[config.mk]
export PLATFORM = sky130hd
export DESIGN_NAME = pattern_scan_ctrl_flat
export DESIGN_NICKNAME = d
export VERILOG_FILES = /design/src/rtl/pattern_scan_if.sv /design/src/rtl/pattern_scan_ctrl.sv /design/src/flat_wrapper.sv
export SDC_FILE = /design/constraint.sdc
export NUM_CORES = 1
export LEC_CHECK = 0
export ABC_AREA = 0
export CORE_AREA = 2 2 78 80
export DETAILED_ROUTE_END_ITERATION = 8
export DIE_AREA = 0 0 80 82
export HOLD_SLACK_MARGIN = 0.06
export PLACE_DENSITY = 0.64
export SETUP_SLACK_MARGIN = 0.2
export SYNTH_ARGS = -nofsm -noshare
export SYNTH_HDL_FRONTEND = slang
export SYNTH_SLANG_ARGS = --single-unit
[constraint.sdc]
create_clock -name clk -period 3 [get_ports clk]
set_input_delay 0.6 -clock clk [delete_from_list [all_inputs] [get_ports clk]]
set_output_delay 0.6 -clock clk [all_outputs]
set_load 0.01 [all_outputs]
[src/rtl/pattern_scan_if.sv]
// pattern_scan_if: word-in / result-out valid/ready bundle
// shared by the pattern scanner and its neighbours.
interface pattern_scan_if #(
  parameter int DW = 16,
  parameter int CW = 5
);
  logic          in_valid;
  logic [DW-1:0] in_data;
  logic          in_chain;
  logic          in_ready;
  logic          out_valid;
  logic [CW-1:0] out_count;
  logic          out_hit;
  logic          out_ready;

  modport master (
    output in_valid, in_data, in_chain, out_ready,
    input  in_ready, out_valid, out_count, out_hit
  );

  modport slave (
    input  in_valid, in_data, in_chain, out_ready,
    output in_ready, out_valid, out_count, out_hit
  );
endinterface

[src/rtl/pattern_scan_ctrl.sv]
// pattern_scan_ctrl: shifts words MSB-first through an
// overlapping Mealy pattern matcher and reports match counts.
module pattern_scan_ctrl #(
  parameter int DW = 16,
  parameter int PW = 6,
  parameter int CW = 5,
  parameter logic [PW-1:0] PAT_DEFAULT = 6'b101010
) (
  input  logic          clk,
  input  logic          rst,
  input  logic          cfg_we,
  input  logic [PW-1:0] cfg_pat,
  pattern_scan_if.slave bus,
  output logic          busy,
  output logic          ser_bit,
  output logic          ser_en,
  output logic          det_pulse
);

  localparam int IW = $clog2(DW);
  localparam int LW = $clog2(PW + 1);

  typedef enum logic [1:0] {
    IDLE,
    SHIFT,
    REPORT
  } state_t;

  state_t        state;
  state_t        state_n;
  logic [DW-1:0] word;
  logic [IW-1:0] idx;
  logic [PW-1:0] pattern;
  logic [PW-1:0] hist;
  logic [PW-1:0] hist_n;
  logic [LW-1:0] hist_len;
  logic [CW-1:0] count;
  logic          accept;
  logic          last;

  // word register shifts left, so the MSB is always the live bit
  assign ser_en    = (state == SHIFT);
  assign ser_bit   = ser_en & word[DW-1];
  assign hist_n    = {hist[PW-2:0], ser_bit};
  assign det_pulse = ser_en
                   && (hist_len >= LW'(PW - 1))
                   && (hist_n == pattern);

  // a pattern write in the same cycle blocks acceptance
  assign accept = (state == IDLE) && bus.in_valid && !cfg_we;
  assign last   = (idx == IW'(DW - 1));

  // count register doubles as the held result
  assign bus.out_count = count;
  assign bus.out_hit   = |count;

  // state register
  always_ff @(posedge clk or posedge rst) begin
    if (rst) state <= IDLE;
    else     state <= state_n;
  end

  // next state and handshake outputs
  always_comb begin
    state_n       = state;
    bus.in_ready  = 1'b0;
    bus.out_valid = 1'b0;
    busy          = 1'b1;
    unique case (state)
      IDLE: begin
        busy         = 1'b0;
        bus.in_ready = !cfg_we;
        if (accept) state_n = SHIFT;
      end
      SHIFT: begin
        if (last) state_n = REPORT;
      end
      REPORT: begin
        bus.out_valid = 1'b1;
        if (bus.out_ready) state_n = IDLE;
      end
      default: state_n = IDLE;
    endcase
  end

  // pattern, history, word shifter and match counter
  always_ff @(posedge clk or posedge rst) begin
    if (rst) begin
      pattern  <= PAT_DEFAULT;
      hist     <= '0;
      hist_len <= '0;
      idx      <= '0;
      count    <= '0;
      word     <= '0;
    end else begin
      unique case (state)
        IDLE: begin
          if (cfg_we) begin
            pattern  <= cfg_pat;
            hist     <= '0;
            hist_len <= '0;
          end else if (bus.in_valid) begin
            word  <= bus.in_data;
            idx   <= '0;
            count <= '0;
            if (!bus.in_chain) begin
              hist     <= '0;
              hist_len <= '0;
            end
          end
        end
        SHIFT: begin
          word <= {word[DW-2:0], 1'b0};
          idx  <= idx + 1'b1;
          hist <= hist_n;
          if (hist_len != LW'(PW)) hist_len <= hist_len + 1'b1;
          count <= count + CW'(det_pulse);
        end
        default: ;
      endcase
    end
  end

endmodule

[src/flat_wrapper.sv]
// flat-port wrapper written by rule: the top's interface ports become plain ports
module pattern_scan_ctrl_flat 
#(
  parameter int DW = 16,
  parameter int PW = 6,
  parameter int CW = 5,
  parameter logic [PW-1:0] PAT_DEFAULT = 6'b101010
)
  (clk, rst, cfg_we, cfg_pat, busy, ser_bit, ser_en, det_pulse, bus_in_valid, bus_in_data, bus_in_chain, bus_out_ready, bus_in_ready, bus_out_valid, bus_out_count, bus_out_hit);
  pattern_scan_if #(.DW(DW), .CW(CW)) bus_i ();
  input  logic clk;
  input  logic rst;
  input  logic cfg_we;
  input  logic [PW-1:0] cfg_pat;
  output logic busy;
  output logic ser_bit;
  output logic ser_en;
  output logic det_pulse;
  input wire logic [$bits(bus_i.in_valid)-1:0] bus_in_valid;
  input wire logic [$bits(bus_i.in_data)-1:0] bus_in_data;
  input wire logic [$bits(bus_i.in_chain)-1:0] bus_in_chain;
  input wire logic [$bits(bus_i.out_ready)-1:0] bus_out_ready;
  output wire logic [$bits(bus_i.in_ready)-1:0] bus_in_ready;
  output wire logic [$bits(bus_i.out_valid)-1:0] bus_out_valid;
  output wire logic [$bits(bus_i.out_count)-1:0] bus_out_count;
  output wire logic [$bits(bus_i.out_hit)-1:0] bus_out_hit;
  assign bus_i.in_valid = bus_in_valid;
  assign bus_i.in_data = bus_in_data;
  assign bus_i.in_chain = bus_in_chain;
  assign bus_i.out_ready = bus_out_ready;
  assign bus_in_ready = bus_i.in_ready;
  assign bus_out_valid = bus_i.out_valid;
  assign bus_out_count = bus_i.out_count;
  assign bus_out_hit = bus_i.out_hit;
  pattern_scan_ctrl #(.DW(DW), .PW(PW), .CW(CW), .PAT_DEFAULT(PAT_DEFAULT)) u_core (.clk(clk), .rst(rst), .cfg_we(cfg_we), .cfg_pat(cfg_pat), .bus(bus_i), .busy(busy), .ser_bit(ser_bit), .ser_en(ser_en), .det_pulse(det_pulse));
endmodule
==> flow_metrics.tcl <==
set metrics [dict create \
    dieWidth_microns 80 \
    hp-class "flip-flop to flip-flop" \
    p_seq_share_pct 43.8 \
    overflow 0 \
    yosysTopAreaCell "dfrtp_1" \
    synth_fa_ha_area_share_pct 3.67 \
    grt_pass1_wl_microns 6310 \
    cp-end-kind "output port" \
    yosysWarnings 0 \
    startpoint_type "input pin" \
    antenna_found_initial 0 \
    core_area_sq_um 5750 \
    p_leak_nw 1.15 \
    slew_headroom_pct 63.7 \
    root_buffer "clkbuf_8" \
    synth_xor_area_share_pct 4.29 \
    synth_edf_count 0 \
    ys.flop_type "dfrtp_1" \
    final-max-slew-violation-count 0 \
    worstRegToRegCells 11 \
    final_cells 300 \
    antenna_cells 0 \
    grt_pass1_vias 1313 \
    cts_buffers 5 \
    synthToLayoutAreaGrowth_pct 26.1 \
    finalSetupViolations 0 \
    r2r_end "u_core.bus.out_count[4]$_DFFE_PP0P_" \
    stdcell_area_sq_um 2580 \
    wire_per_inst_microns 12.8 \
    vdd_drop_max_mv 0.436 \
    grt_max_degree 36 \
    status "finished, final reports clean" \
    hold_start "u_core.word[11]$_DFFE_PP0P_" \
    synth_cell_types 42 \
    rsz0062_at_grt "no" \
    power_report.internal_total_mw 1.45 \
    routabilityCongestion 0.746 \
    synth-simple-area-share_pct 12.6 \
    syn_avg_cell_area_sq_um 11.2 \
    finClkSkew_ns 0.00982 \
    synth_area_leaders "dfrtp_1 (47%), mux2i_1 (7.3%), o21ai_0 (4.4%)" \
    dp_hpwl_microns 2910 \
    rows 28 \
    layout-drive-gt1-share_pct 13.3 \
    htree_levels 2 \
    post-place-ws_ns 0.570 \
    cts_tree "yes" \
    clk_latency_ns 0.29 \
    vias_per_cell 4.72 \
    max-cap-violations 0 \
    synth-seq-area-share_pct 50.4 \
    crit_required_ns 2.40 \
    placed_cells 292 \
    drcViolationCount 0 \
    synth_fp_nets 216 \
    vias 1417 \
    dpl-instance-area_sq_um 2490 \
    drtAntennaViolNets 0 \
    ctsLongestPathBuffers 2 \
    drt_pass1_iterations 4 \
    worstPathArrival_ns 1.82 \
    whs_ns 0.484 \
    timing.rr.start "u_core.state[1]$_DFFE_PP0P_" \
    max_freq_mhz 414 \
    hold_viol_final 0 \
    fin_ws_ns 0.584 \
    hold_end "u_core.word[11]$_DFFE_PP0P_" \
    synthMuxAreaShare_pct 10.7 \
    p_switching_mw 0.801 \
    powerDensity_nw_per_um2 873 \
    io_pins 40 \
    swShare_pct 35.6 \
    synth_top_cell_area_share_pct 46.5 \
    synth-async-reset-ratio_pct 100 \
    drt-initial-drc-count 79 \
    start_util_pct 35.6 \
    critPathMaxFanout 4 \
    die_area_sq_um 6560 \
    track_usage_pct 12.6 \
    synthCells 182 \
    p_comb_share_pct 40.8 \
    min_period_over_period_pct 80.5 \
    synth_compound_area_share_pct 13.7 \
    finalPower_mw 2.25 \
    critical_path_class "input pin to output port" \
    portBuffers 39 \
    r2r_setup_slack_ns 0.84 \
    pwr-share-clk_pct 15.4 \
    ys_ff_latch 41 \
    fin_nets 258 \
    ctsHoldBuffers 0 \
    tightest_slew_ns 0.544 \
    hold_depth 2 \
    cts.clk_slew.worst_paths_ns 0.07 \
    wirelength_microns 3850 \
    synth_top_family_by_area "compound AO/OA/AOI/OAI gates" \
    fin_util_pct 44.8 \
    die_h_microns 82 \
    synth_area_sq_um 2040 \
    cts.sinks 41 \
    fin_setup_tns_ns 0 \
    post-route-min-period_ns 2.42 \
    nFillCells 579 \
]
==> cells by family (layout without fill, tap and decap cells) <==
group                    count (synthesis)  in the layout
AO/OA/AOI/OAI                           42             42
XOR/XNOR                                10             10
AND/OR/NAND/NOR                         48             48
buffers and inverters                   14             57
adder cells (fa/ha/maj)                  6              6
multiplexers                            21             21
flip-flops                              41             41
==> power by group through the flow <==
stage                     clock network [mW]  registers, mW  logic [mW]
final                                  0.347          0.985       0.917
after global routing                   0.388           1.02        1.03
after CTS                              0.363          0.985       0.936
after detailed placement                   0          0.994       0.935
after global placement                     0          0.993       0.915
after floorplan                            0          0.937       0.771
==> registers in the layout (all words and copies together) (netlist names) <==
signal	count
u_core.word	16
u_core.pattern	6
u_core.state	2
u_core.hist	5
u_core.bus.out_count	5
u_core.idx	4
u_core.hist_len	3
==> final cells by class <==
class,instances,area (sq um),area share [%]
Clock buffer,6,72.6,2.82
Clock inverter,2,10.0,0.389
Inverter,6,27.5,1.07
Multi-Input combinational cell,127,917,35.6
Sequential cell,41,1030,40.1
Tap cell,75,93.8,3.64
Timing Repair Buffer,43,423,16.4
==> repair_timing <==
action                     4_1_cts  5_1_grt
buffers inserted                 0        0
setup endpoints to repair        0        1
gates resized for setup          0        3
==> cell usage in the layout (no fill, tap or decap), types with 2 or more instances in the layout <==
cell type        synthesis  routed
o21ai_1                  2       2
o21ai_0                 18      18
and2_1                   2       2
nand3_1                  3       3
ha_1                     6       6
dfrtp_2                  0       2
xnor2_1                  2       2
nand2_1                 19      19
o211ai_1                 2       2
a21o_1                   3       3
dfstp_2                  3       3
a22o_1                   8       8
nor2_1                   7       7
mux2i_1                 15      15
clkdlybuf4s50_1          0      38
nor2b_1                  2       2
xor2_1                   8       8
nor3_1                   4       4
clkbuf_8                 0       5
buf_4                    1       4
clkinv_2                 0       2
nor2_4                   2       2
a21oi_1                  3       3
inv_1                    5       5
mux2_2                   6       6
dfrtp_1                 38      36
==> per-layer routing <==
layer	global-route usage, %	part of all wire (%)	vias to the layer above
met5	0	0	-
met4	4.07	0.55	0
met3	3.63	4.8	2
met2	19.0	48	31
met1	17.6	46	663
li1	-	-	721
==> Yosys cell counts (2+ instances only) <==
| master | number |
|---|---|
| xor2_1 | 8 |
| inv_1 | 5 |
| a21oi_1 | 3 |
| a22o_1 | 8 |
| nor2b_1 | 2 |
| buf_2 | 3 |
| ha_1 | 6 |
| buf_6 | 2 |
| xnor2_1 | 2 |
| mux2i_1 | 15 |
| o21ai_0 | 18 |
| nor3_1 | 4 |
| dfstp_2 | 3 |
| dfrtp_1 | 38 |
| mux2_2 | 6 |
| and2_1 | 2 |
| a21o_1 | 3 |
| nor2_4 | 2 |
| o21ai_1 | 2 |
| nor2_1 | 7 |
| o211ai_1 | 2 |
| nand2_1 | 19 |
| nand3_1 | 3 |
==> critical path, stage by stage <==
cell             delay (ns)
clkdlybuf4s50_1        0.52
nor2_4                 0.16
clkdlybuf4s50_1        0.54
==> worst max path at each step <==
stage	startpoint	end	slack, ns	cells after the start
floorplan	u_core.state[1]$_DFFE_PP0P_	u_core.bus.out_count[4]$_DFFE_PP0P_	0.86	12
global placement	cfg_we	bus_in_ready	0.59	3
detailed placement	u_core.state[0]$_DFFE_PP0P_	det_pulse	0.57	6
CTS	u_core.state[0]$_DFFE_PP0P_	det_pulse	0.23	6
global route	u_core.state[1]$_DFFE_PP0P_	ser_bit	0.52	4
finish	cfg_we	bus_in_ready	0.58	3
(Power assumes the default switching activity.)
